**src/rtl/adau_pkg.sv**
```systemverilog
// Shared types and encodings for the ADAU SPI command arbiter.
package adau_pkg;

  localparam int CMD_W_DEFAULT = 32;

  typedef enum logic [1:0] {
    IDLE  = 2'd0,
    ISSUE = 2'd1,
    GAP   = 2'd2
  } state_t;

  localparam logic [1:0] GRANT_INIT = 2'd0;
  localparam logic [1:0] GRANT_RT0  = 2'd1;
  localparam logic [1:0] GRANT_RT1  = 2'd2;

endpackage

```
**src/rtl/adau_spi_arbiter_if.sv**
```systemverilog
// Handshake bundle: three command requesters on one side, the SPI command stream on the other.
interface adau_spi_arbiter_if
  import adau_pkg::*;
#(
  parameter int CMD_W = CMD_W_DEFAULT
);
  logic [CMD_W-1:0] init_cmd;
  logic             init_valid;
  logic             init_ready;
  logic [CMD_W-1:0] rt0_cmd;
  logic             rt0_valid;
  logic             rt0_ready;
  logic [CMD_W-1:0] rt1_cmd;
  logic             rt1_valid;
  logic             rt1_ready;
  logic [CMD_W-1:0] spi_data;
  logic             spi_valid;
  logic             spi_ready;

  modport master (
    output init_cmd, init_valid, rt0_cmd, rt0_valid, rt1_cmd, rt1_valid, spi_ready,
    input  init_ready, rt0_ready, rt1_ready, spi_data, spi_valid
  );

  modport slave (
    input  init_cmd, init_valid, rt0_cmd, rt0_valid, rt1_cmd, rt1_valid, spi_ready,
    output init_ready, rt0_ready, rt1_ready, spi_data, spi_valid
  );
endinterface

```
**src/rtl/adau_arb_select.sv**
```systemverilog
// Combinational grant selection: init first, runtime requesters only once init_done is high.
// With ADAU_ARB_RR_EN defined, rt0/rt1 alternate; otherwise rt0 beats rt1.
module adau_arb_select
  import adau_pkg::*;
(
  input  logic       init_valid,
  input  logic       rt0_valid,
  input  logic       rt1_valid,
  input  logic       init_done,
`ifdef ADAU_ARB_RR_EN
  input  logic       rr_rt1_first,
`endif
  output logic       gnt_valid,
  output logic [1:0] gnt_id
);

  logic rt0_req;
  logic rt1_req;
  logic pick_rt1;

  assign rt0_req = rt0_valid && init_done;
  assign rt1_req = rt1_valid && init_done;

`ifdef ADAU_ARB_RR_EN
  assign pick_rt1 = rt1_req && (!rt0_req || rr_rt1_first);
`else
  assign pick_rt1 = rt1_req && !rt0_req;
`endif

  assign gnt_valid = init_valid || rt0_req || rt1_req;

  always_comb begin
    // NOTE: assign every always_comb output before any branch so no path can infer a latch.
    gnt_id = GRANT_RT0;
    if (init_valid)    gnt_id = GRANT_INIT;
    else if (pick_rt1) gnt_id = GRANT_RT1;
  end

endmodule

```
**src/rtl/adau_spi_arbiter.sv**
```systemverilog
// ADAU SPI command arbiter: grants one requester, presents its word to the SPI master, then
// holds off for GAP_CYCLES. Define ADAU_ARB_RR_EN for round-robin between rt0 and rt1.
module adau_spi_arbiter
  import adau_pkg::*;
#(
  parameter int CMD_W      = CMD_W_DEFAULT,
  parameter int GAP_CYCLES = 4
) (
  input  logic              clk,
  input  logic              reset_n,
  input  logic              init_done,
  adau_spi_arbiter_if.slave bus,
  output logic [1:0]        grant_id,
  output logic              busy
);

  state_t           state_q;
  state_t           state_d;
  logic [CMD_W-1:0] cmd_q;
  logic [CMD_W-1:0] cmd_sel;
  logic [1:0]       grant_q;
  logic [7:0]       gap_q;
  logic             run_q;
  logic             gnt_valid;
  logic [1:0]       gnt_id;
  logic             take;
  logic             accept;

`ifdef ADAU_ARB_RR_EN
  logic rr_rt1_first_q;
`endif

  adau_arb_select u_select (
    .init_valid   (bus.init_valid),
    .rt0_valid    (bus.rt0_valid),
    .rt1_valid    (bus.rt1_valid),
    .init_done    (init_done),
`ifdef ADAU_ARB_RR_EN
    .rr_rt1_first (rr_rt1_first_q),
`endif
    .gnt_valid    (gnt_valid),
    .gnt_id       (gnt_id)
  );

  // run_q is cleared by reset, so no requester sees ready while reset_n is low.
  assign take   = run_q && (state_q == IDLE) && gnt_valid;
  assign accept = (state_q == ISSUE) && bus.spi_ready;

  assign bus.init_ready = take && (gnt_id == GRANT_INIT);
  assign bus.rt0_ready  = take && (gnt_id == GRANT_RT0);
  assign bus.rt1_ready  = take && (gnt_id == GRANT_RT1);
  assign bus.spi_valid  = (state_q == ISSUE);
  assign bus.spi_data   = cmd_q;
  assign grant_id       = grant_q;
  assign busy           = (state_q != IDLE);

  always_comb begin
    cmd_sel = bus.init_cmd;
    case (gnt_id)
      GRANT_RT0: cmd_sel = bus.rt0_cmd;
      GRANT_RT1: cmd_sel = bus.rt1_cmd;
      default:   cmd_sel = bus.init_cmd;
    endcase
  end

  // GAP lasts GAP_CYCLES cycles, so acceptances are GAP_CYCLES+2 apart (ISSUE + GAP + IDLE).
  always_comb begin
    state_d = state_q;
    case (state_q)
      IDLE:    if (take) state_d = ISSUE;
      ISSUE:   if (accept) state_d = (GAP_CYCLES == 0) ? IDLE : GAP;
      GAP:     if (gap_q <= 8'd1) state_d = IDLE;
      default: state_d = IDLE;
    endcase
  end

  // NOTE: sequential state uses non-blocking assignments so every flop samples pre-edge values.
  always_ff @(posedge clk or negedge reset_n) begin
    // NOTE: the command register is reset because spi_data must read zero during reset.
    if (!reset_n) begin
      state_q <= IDLE;
      cmd_q   <= '0;
      grant_q <= GRANT_INIT;
      gap_q   <= '0;
      run_q   <= 1'b0;
    end else begin
      state_q <= state_d;
      run_q   <= 1'b1;
      if (take) begin
        cmd_q   <= cmd_sel;
        grant_q <= gnt_id;
      end
      if (accept) begin
        gap_q <= 8'(GAP_CYCLES);
      end else if ((state_q == GAP) && (gap_q != 8'd0)) begin
        gap_q <= gap_q - 8'd1;
      end
    end
  end

`ifdef ADAU_ARB_RR_EN
  // The runtime requester just granted drops to lowest runtime priority.
  always_ff @(posedge clk or negedge reset_n) begin
    if (!reset_n) begin
      rr_rt1_first_q <= 1'b0;
    end else if (take && (gnt_id != GRANT_INIT)) begin
      rr_rt1_first_q <= (gnt_id == GRANT_RT0);
    end
  end
`endif

endmodule

```
**src/flat_wrapper.sv**
```systemverilog
// flat-port wrapper written by rule: the top's interface ports become plain ports
module adau_spi_arbiter_flat import adau_pkg::*;
#(
  parameter int CMD_W      = CMD_W_DEFAULT,
  parameter int GAP_CYCLES = 4
)
  (clk, reset_n, init_done, grant_id, busy, bus_init_cmd, bus_init_valid, bus_rt0_cmd, bus_rt0_valid, bus_rt1_cmd, bus_rt1_valid, bus_spi_ready, bus_init_ready, bus_rt0_ready, bus_rt1_ready, bus_spi_data, bus_spi_valid);
  adau_spi_arbiter_if #(.CMD_W(CMD_W)) bus_i ();
  input  logic clk;
  input  logic reset_n;
  input  logic init_done;
  output logic [1:0] grant_id;
  output logic busy;
  input wire logic [$bits(bus_i.init_cmd)-1:0] bus_init_cmd;
  input wire logic [$bits(bus_i.init_valid)-1:0] bus_init_valid;
  input wire logic [$bits(bus_i.rt0_cmd)-1:0] bus_rt0_cmd;
  input wire logic [$bits(bus_i.rt0_valid)-1:0] bus_rt0_valid;
  input wire logic [$bits(bus_i.rt1_cmd)-1:0] bus_rt1_cmd;
  input wire logic [$bits(bus_i.rt1_valid)-1:0] bus_rt1_valid;
  input wire logic [$bits(bus_i.spi_ready)-1:0] bus_spi_ready;
  output wire logic [$bits(bus_i.init_ready)-1:0] bus_init_ready;
  output wire logic [$bits(bus_i.rt0_ready)-1:0] bus_rt0_ready;
  output wire logic [$bits(bus_i.rt1_ready)-1:0] bus_rt1_ready;
  output wire logic [$bits(bus_i.spi_data)-1:0] bus_spi_data;
  output wire logic [$bits(bus_i.spi_valid)-1:0] bus_spi_valid;
  assign bus_i.init_cmd = bus_init_cmd;
  assign bus_i.init_valid = bus_init_valid;
  assign bus_i.rt0_cmd = bus_rt0_cmd;
  assign bus_i.rt0_valid = bus_rt0_valid;
  assign bus_i.rt1_cmd = bus_rt1_cmd;
  assign bus_i.rt1_valid = bus_rt1_valid;
  assign bus_i.spi_ready = bus_spi_ready;
  assign bus_init_ready = bus_i.init_ready;
  assign bus_rt0_ready = bus_i.rt0_ready;
  assign bus_rt1_ready = bus_i.rt1_ready;
  assign bus_spi_data = bus_i.spi_data;
  assign bus_spi_valid = bus_i.spi_valid;
  adau_spi_arbiter #(.CMD_W(CMD_W), .GAP_CYCLES(GAP_CYCLES)) u_core (.clk(clk), .reset_n(reset_n), .init_done(init_done), .bus(bus_i), .grant_id(grant_id), .busy(busy));
endmodule
```
**config.mk**
```make
export PLATFORM = sky130hd
export DESIGN_NAME = adau_spi_arbiter_flat
export DESIGN_NICKNAME = d
export VERILOG_FILES = /design/src/rtl/adau_pkg.sv /design/src/rtl/adau_spi_arbiter_if.sv /design/src/rtl/adau_arb_select.sv /design/src/rtl/adau_spi_arbiter.sv /design/src/flat_wrapper.sv
export SDC_FILE = /design/constraint.sdc
export NUM_CORES = 1
export LEC_CHECK = 0
export ABC_AREA = 1
export CORE_UTILIZATION = 39
export DETAILED_ROUTE_END_ITERATION = 12
export PLACE_DENSITY = 0.93
export SLEW_MARGIN = 5
export SYNTH_ARGS = -nofsm -noshare
export SYNTH_HDL_FRONTEND = slang
export SYNTH_SLANG_ARGS = --single-unit
```
**constraint.sdc**
```tcl
create_clock -name clk -period 2.1 [get_ports clk]
set_input_delay 0.63 -clock clk [delete_from_list [all_inputs] [get_ports clk]]
set_output_delay 0.63 -clock clk [all_outputs]
set_load 0.1 [all_outputs]
```
==> reports/metrics.csv, run 1 <==
stage,metric,value,unit
clock_tree,CTS tree,yes,
critical_path,worst path arrival time,1.46,ns
synth,Yosys Warn Count,0,
timing,final cycle utilization of the critical path,0.994,
final_layout,area growth from synthesis to layout,80.2,%
clock_tree,Clock transition at path regs,0.09,ns
final_layout,Fillers,480,
synth,"EDFF count, synth",0,
clock_tree,clk_lat worst skew,0.30,ns
synth,top cell type's share of synthesized area,0.436,
critical_path,R2R depth,9,
floorplanning,Core ar.,6390,um2
synth,synth top area cells,"dfrtp_1 (44%), nand2_1 (28%), nand3_1 (13%)",
global_routing,GRT Util Overall,0.251,
critical_path,"Max FO, Critical Path",5,
synth,most common cell in the synthesized netlist,nand2_1,
run,Max Cap Viol,0,
final_layout,fin util,0.729,
final_layout,"Design Area, Final",4650,um2
worst_hold_path,Hold Crit Class,input pin to asynchronous set/reset pin,
critical_path,critical-path cell list,"clkdlybuf4s15_2, nand2_4, nand3_4, nand3_4, nor2_4, buf_12",
routing,DRC viols,0,
final_layout,Final Non-Filler Cells,599,
synth,Mapped Avg Cell Area,6.87,um2
timing,setup violators final,0,
synth,Post-Syn Nets,482,
global_routing,vias in the first global route,3015,
critical_path,cell repeated most along the worst path,nand3_4,
timing,Final min period,2.09,ns
clock_tree,CTS Buf Count,5,
timing,final hold vios,0,
final_layout,footprint of the multi-input gates,1360,um2
synth,Post-Syn Area,2580,um2
critical_path,Setup crit start,bus_rt1_valid,
floorplanning,die area,6950,um2
timing,clk_skew,0.00588,ns
global_routing,grt total ovfl,0,
global_routing,initial antenna violation count,0,
critical_path,worst r2r src,u_core.state_q[1],
timing,Relative slew margins,0.612,
critical_path,critical path class,input pin to output pin,
final_layout,register area,1130,um2
routing,total wire length,8780,um
timing,Fin Setup TNS,0,ns
floorplanning,Chip Width,83.4,um
status,outcome,"complete, no violations",
final_layout,layout cells sized above 1,0.159,
critical_path,Critical Path RT,1.47,ns
critical_path,crit end category,output pin,
critical_path,startpoint kind of the worst setup timing path,input pin,
synth,Synth area leader,dfrtp_1,
synth,Commonest cells post-synth,"nand2_1 (191), nand3_1 (68), dfrtp_1 (45)",
synth,synth unique cells,22,
placed_design,GP Congestion,0.854,
synth,asr flop ratio synth,1.00,
floorplanning,Die Span Y,83.4,um
routing,DRT antenna net count,0,
routing,Initial DRC Count,81,
final_layout,n_diodes,0,
global_routing,largest net degree at the start of global routing,46,
synth,sequential share of the synthesized area,0.436,
critical_path,slowest CP cell,clkdlybuf4s15_2,
routing,routed len/inst,14.7,um
timing,Slew Limit Fails,0,
timing,Fmax,479,MHz
placed_design,dpl cells,586,
critical_path,flop2flop setup slack,0.28,ns
critical_path,Crit path largest cell delay,0.20,ns
placed_design,number of port buffers,141,
synth,Synth Flop Type,dfrtp_1,
floorplanning,Initial Util,0.404,
placed_design,Placed Area,4500,um2
critical_path,RR Endpoint,u_core.bus.spi_data[5],
clock_tree,H-Tree Depth,2,
routing,Via Count,3045,
floorplanning,row cnt,29,
final_layout,# nets final,628,
clock_tree,CTS sink count,45,
placed_design,DP HPWL,6440,um
critical_path,"Largest delay share family, worst path",simple AND/OR/NAND/NOR gates,
clock_tree,Clock Tree Root,clkbuf_8,
critical_path,CP Depth,6,
routing,Via density,5.08,
synth,"FF+latch count, synth",45,
timing,Slew @ Worst Pin,0.582,ns
clock_tree,clk buf depth,2,
routing,drt pass-1 iters,5,
floorplanning,boundary pin count,142,
global_routing,first-pass GRT wire length,14100,um
power,power per cell area,1580,nW/um2
power,Peak supply drop,1.36,mV
power,Leak Pwr,2.22,nW
critical_path,Bufs and invs on worst path,2,
synth,Cells after Synth,376,
==> worst register-to-register path: stages, from the launching register on <==
cell	delay (ns)
dfrtp_1	0.40
nor2_2	0.21
nand3_4	0.16
buf_4	0.17
buf_4	0.13
buf_4	0.22
inv_2	0.12
buf_12	0.16
nand2_1	0.07
nand3_1	0.09
==> stage by stage <==
stage | setup WS (ns) | total power [mW] | hold WS (ns)
6_report | 0.0131 | 7.35 | 0.401
5_1_grt | -0.0172 | 7.63 | 0.462
4_1_cts | 0.00530 | 7.35 | 0.424
3_5_place_dp | -0.349 | 6.78 | 0.508
3_3_place_gp | -0.329 | 6.66 | 0.488
2_1_floorplan | -0.219 | 4.70 | 0.334
==> worst max path at each step <==
stage	to	slack, ns
finish	bus_rt0_ready	0.01
global route	bus_rt1_ready	-0.02
CTS	bus_rt0_ready	0.005
detailed placement	bus_rt0_ready	-0.35
global placement	bus_init_ready	-0.33
floorplan	bus_init_ready	-0.22
==> sequential cells by signal (all words and copies together) (netlist names) <==
signal               flops
u_core.run_q             1
u_core.state_q           2
u_core.grant_id          2
u_core.bus.spi_data     32
u_core.gap_q             8
==> placed cells by master (no fill, tap or decap), drive strengths merged <==
cell and instances:
conb 1, xor2 3, clkbuf 7, clkdlybuf4s15 1, ha 3, buf 61, o21ai 10, nand3 70
o21bai 1, nor2 16, nand2 191, clkdlybuf4s50 97, inv 13, nand4 2, dfrtp 45, or2 1
==> timing repair <==
item / 4_1_cts / 5_1_grt
pin swaps: 3 / 4
hold buffers: 0 / 0
gates resized for setup: 20 / 3
setup buffers: 2 / 4
setup endpoints to repair: 3 / 3
==> logic make-up (layout without fill, tap and decap cells) <==
group / after synthesis / in the layout / share of synthesized area
adders and majority gates: 3 / 3 / 0.0145
AOI/OAI and AO/OA: 11 / 11 / 0.0237
DFF: 45 / 45 / 0.436
and+or+nand+nor: 280 / 280 / 0.452
xor gates and xnor gates: 3 / 3 / 0.0102
other: 1 / 1 / 0.00145
buffers and inverters: 33 / 179 / 0.0625
==> routing by layer <==
layer | GRT usage | wire, um
met1 | 0.284 | 3460
met4 | 0.0737 | 168
met3 | 0.0676 | 638
met5 | 0 | 0
met2 | 0.459 | 4510
==> where the power goes <==
| group | internal (mW) | switching [mW] |
|---|---|---|
| Combinational | 1.82 | 3.33 |
| Sequential | 1.24 | 0.407 |
| Clock | 0.262 | 0.291 |
| Total | 3.32 | 4.03 |
==> area by class of cell <==
cell class	count	area share
flip-flops and latches	45	0.242
multi-input cells	298	0.291
repair buffers	159	0.416
clock buffers	7	0.0186
well taps	77	0.0207
inverters	13	0.0116
(Power assumes the default switching activity.)
==> inputs of run 2 (changes only) <==
ABC_AREA = 0   (was 1)
CORE_UTILIZATION = 37   (was 39)
==> run 2 against run 1 <==
The run now ends with negative setup slack left. Area after synthesis decreased by 13%. Non-clock buffer count decreased by 5. Synthesized cell count decreased by 44%. Worst hold slack worse by 0.13 ns. Sequential cell count is the same. Clock-buffer cell count fell by 2. Cell count is 28% lower. Largest power group unchanged.
==> reports/metrics.csv, run 2 <==
stage,metric,value,unit
timing,RSZ-0062 raised after global routing,yes,
final_layout,Largest register FFs,32,
routing,DRC viols,0,
floorplanning,row cnt,28,
clock_tree,clk buf depth,2,
placed_design,DP HPWL,5660,um
synth,Mapped Avg Cell Area,10.6,um2
clock_tree,H-Tree Depth,2,
synth,sequential share of the synthesized area,0.500,
floorplanning,Core ar.,5890,um2
floorplanning,die area,6400,um2
placed_design,GP Congestion,0.793,
critical_path,worst path arrival time,1.49,ns
synth,Simple-Gate Fraction of Synth Area,0.115,
synth,Synth Flop Type,dfrtp_1,
timing,Hold WS,0.270,ns
synth,Cells after Synth,212,
synth,"EDFF count, synth",0,
status,outcome,"complete, but fails checks",
power,Peak supply drop,1.08,mV
routing,Metal-1 WL,2650,um
critical_path,RR Endpoint,u_core.gap_q[4],
synth,synth top area cells,"dfrtp_1 (50%), a221o_1 (14%), a22oi_1 (11%)",
timing,clk_skew,0.00939,ns
clock_tree,Clock transition at path regs,0.09,ns
global_routing,largest net degree at the start of global routing,41,
synth,main combinational cell family by area after synthesis,compound AO/OA/AOI/OAI gates,
run,Max Cap Viol,0,
global_routing,GRT Util Overall,0.240,
global_routing,first-pass GRT wire length,11500,um
critical_path,"Max FO, Critical Path",3,
routing,DRT antenna net count,0,
synth,Post-Syn Area,2250,um2
synth,"FF+latch count, synth",45,
routing,drt pass-1 iters,5,
synth,Yosys Warn Count,0,
placed_design,number of port buffers,141,
routing,Via Count,2320,
final_layout,area growth from synthesis to layout,91.8,%
timing,Fmax,471,MHz
clock_tree,CTS tree,yes,
synth,most common cell in the synthesized netlist,dfrtp_1,
clock_tree,CTS sink count,45,
critical_path,critical path class,register to output pin,
synth,Synth Area in Adders,0.0167,
critical_path,critical-path cell list,"nor3b_2, buf_4, and4b_2, buf_12",
global_routing,grt total ovfl,0,
global_routing,vias in the first global route,2344,
synth,top cell type's share of synthesized area,0.500,
critical_path,R2R depth,6,
synth,asr flop ratio synth,1.00,
status,failing checks,negative setup slack,
global_routing,initial antenna violation count,0,
routing,WL met3,534,um
critical_path,flop2flop setup slack,0.23,ns
routing,Initial DRC Count,72,
timing,final cycle utilization of the critical path,1.01,
critical_path,slowest CP cell,dfrtp_1,
timing,fin worst setup slack,-0.0229,ns
clock_tree,clk_lat worst skew,0.31,ns
floorplanning,Initial Util,0.382,
clock_tree,Clock Tree Root,clkbuf_8,
routing,DR top layer,met4,
final_layout,"leading cell type in the layout, fill and taps excluded",clkdlybuf4s50_1,
timing,final hold vios,0,
power,Leak Pwr,1.82,nW
timing,Final min period,2.12,ns
final_layout,layout cells sized above 1,0.223,
routing,Via density,5.41,
critical_path,Crit path largest cell delay,0.39,ns
synth,Synth area leader,dfrtp_1,
synth,synth unique cells,38,
routing,WL met2,3860,um
floorplanning,Die Span Y,80.0,um
critical_path,worst r2r src,u_core.gap_q[1],
synth,Post-Synth XOR/XNOR Area,0.00778,
final_layout,n_diodes,0,
synth,Post-Syn Nets,318,
power,power per cell area,1650,nW/um2
floorplanning,boundary pin count,142,
critical_path,startpoint kind of the worst setup timing path,register,
worst_hold_path,Hold Crit Class,input pin to asynchronous set/reset pin,
final_layout,# nets final,459,
power,total power,7.14,mW
critical_path,Critical Path RT,1.47,ns
timing,setup violators final,1,
clock_tree,Post-CTS Hold Fix Bufs,0,
floorplanning,Chip Width,80.0,um
synth,Synth Area in Compound Gates,0.309,
synth,multiplexer share of the synthesized area,0.00667,
final_layout,most frequent cells in the layout,"clkdlybuf4s50_1 (97), dfrtp_1 (45), buf_12 (40)",
critical_path,crit end category,output pin,
synth,Commonest cells post-synth,"dfrtp_1 (45), nor2_1 (36), a221o_1 (32), a22oi_1 (32), clkbuf_1 (16)",
clock_tree,CTS Buf Count,5,
routing,routed len/inst,16.8,um
timing,Slew Limit Fails,0,
routing,total wire length,7200,um
run 2: layer usage:
| layer | GRT usage | vias up |
|---|---|---|
| li1 | - | 1102 |
| met2 | 0.432 | 100 |
| met5 | 0 | - |
| met1 | 0.273 | 1106 |
| met3 | 0.0674 | 12 |
| met4 | 0.0768 | 0 |
run 2: cells by family (layout without fill, tap and decap cells):
group / after synthesis / in the layout
XOR/XNOR: 2 / 2
buffers and inverters: 23 / 165
multiplexers: 1 / 1
other: 1 / 1
AO/OA/AOI/OAI: 83 / 83
flip-flops: 45 / 45
adder cells (fa/ha/maj): 3 / 3
AND/OR/NAND/NOR: 54 / 54
run 2: through the flow:
stage	util	instances	setup TNS (ns)	worst slack, ns	cell area [um2]
6_report	0.733	429	-0.0229	-0.0229	4320
5_1_grt	0.733	429	-0.154	-0.0779	4320
4_1_cts	0.732	429	-0.0281	-0.0253	4310
3_5_place_dp	0.709	417	-9.87	-0.416	4170
3_3_place_gp	0.709	417	-7.71	-0.401	4170
2_1_floorplan	-	212	-0.404	-0.404	2300
run 2: worst max-delay path by stage:
stage | depth (start not counted) | startpoint | to | slack [ns]
finish | 4 | u_core.state_q[1] | bus_rt0_ready | -0.02
detailed placement | 4 | bus_init_valid | bus_rt1_ready | -0.42
global route | 4 | u_core.state_q[0] | bus_rt0_ready | -0.08
floorplan | 5 | bus_init_valid | bus_rt1_ready | -0.40
global placement | 4 | bus_init_valid | bus_rt1_ready | -0.40
CTS | 4 | u_core.state_q[1] | bus_rt0_ready | -0.03
run 2: cell type report:
type	instances	area (um2)
Timing Repair Buffer	154	1900
Fill cell	391	1570
Sequential cell	45	1130
Multi-Input combinational cell	144	1070
Tap cell	75	93.8
Clock buffer	5	68.8
Clock inverter	3	46.3
Inverter	3	11.3
run 2: timing repair:
item | in CTS | in global routing
resized for setup | 17 | 3
endpoints found under the setup margin | 6 | 3
pin swaps | 2 | 2
setup buffers | 4 | 0
cloned | 0 | 0
run 2: critical path, delay by kind of cell (launching register included):
family / cells / cell delay, ns
buffers and inverters: 2 / 0.35
DFF: 1 / 0.39
and+or+nand+nor: 2 / 0.45
run 2: power by group:
group / internal [mW] / switching, mW / leakage, nW
Sequential: 1.24 / 0.419 / 0.575
Clock: 0.356 / 0.312 / 0.0543
Combinational: 1.85 / 2.97 / 1.19
Total: 3.44 / 3.70 / 1.82
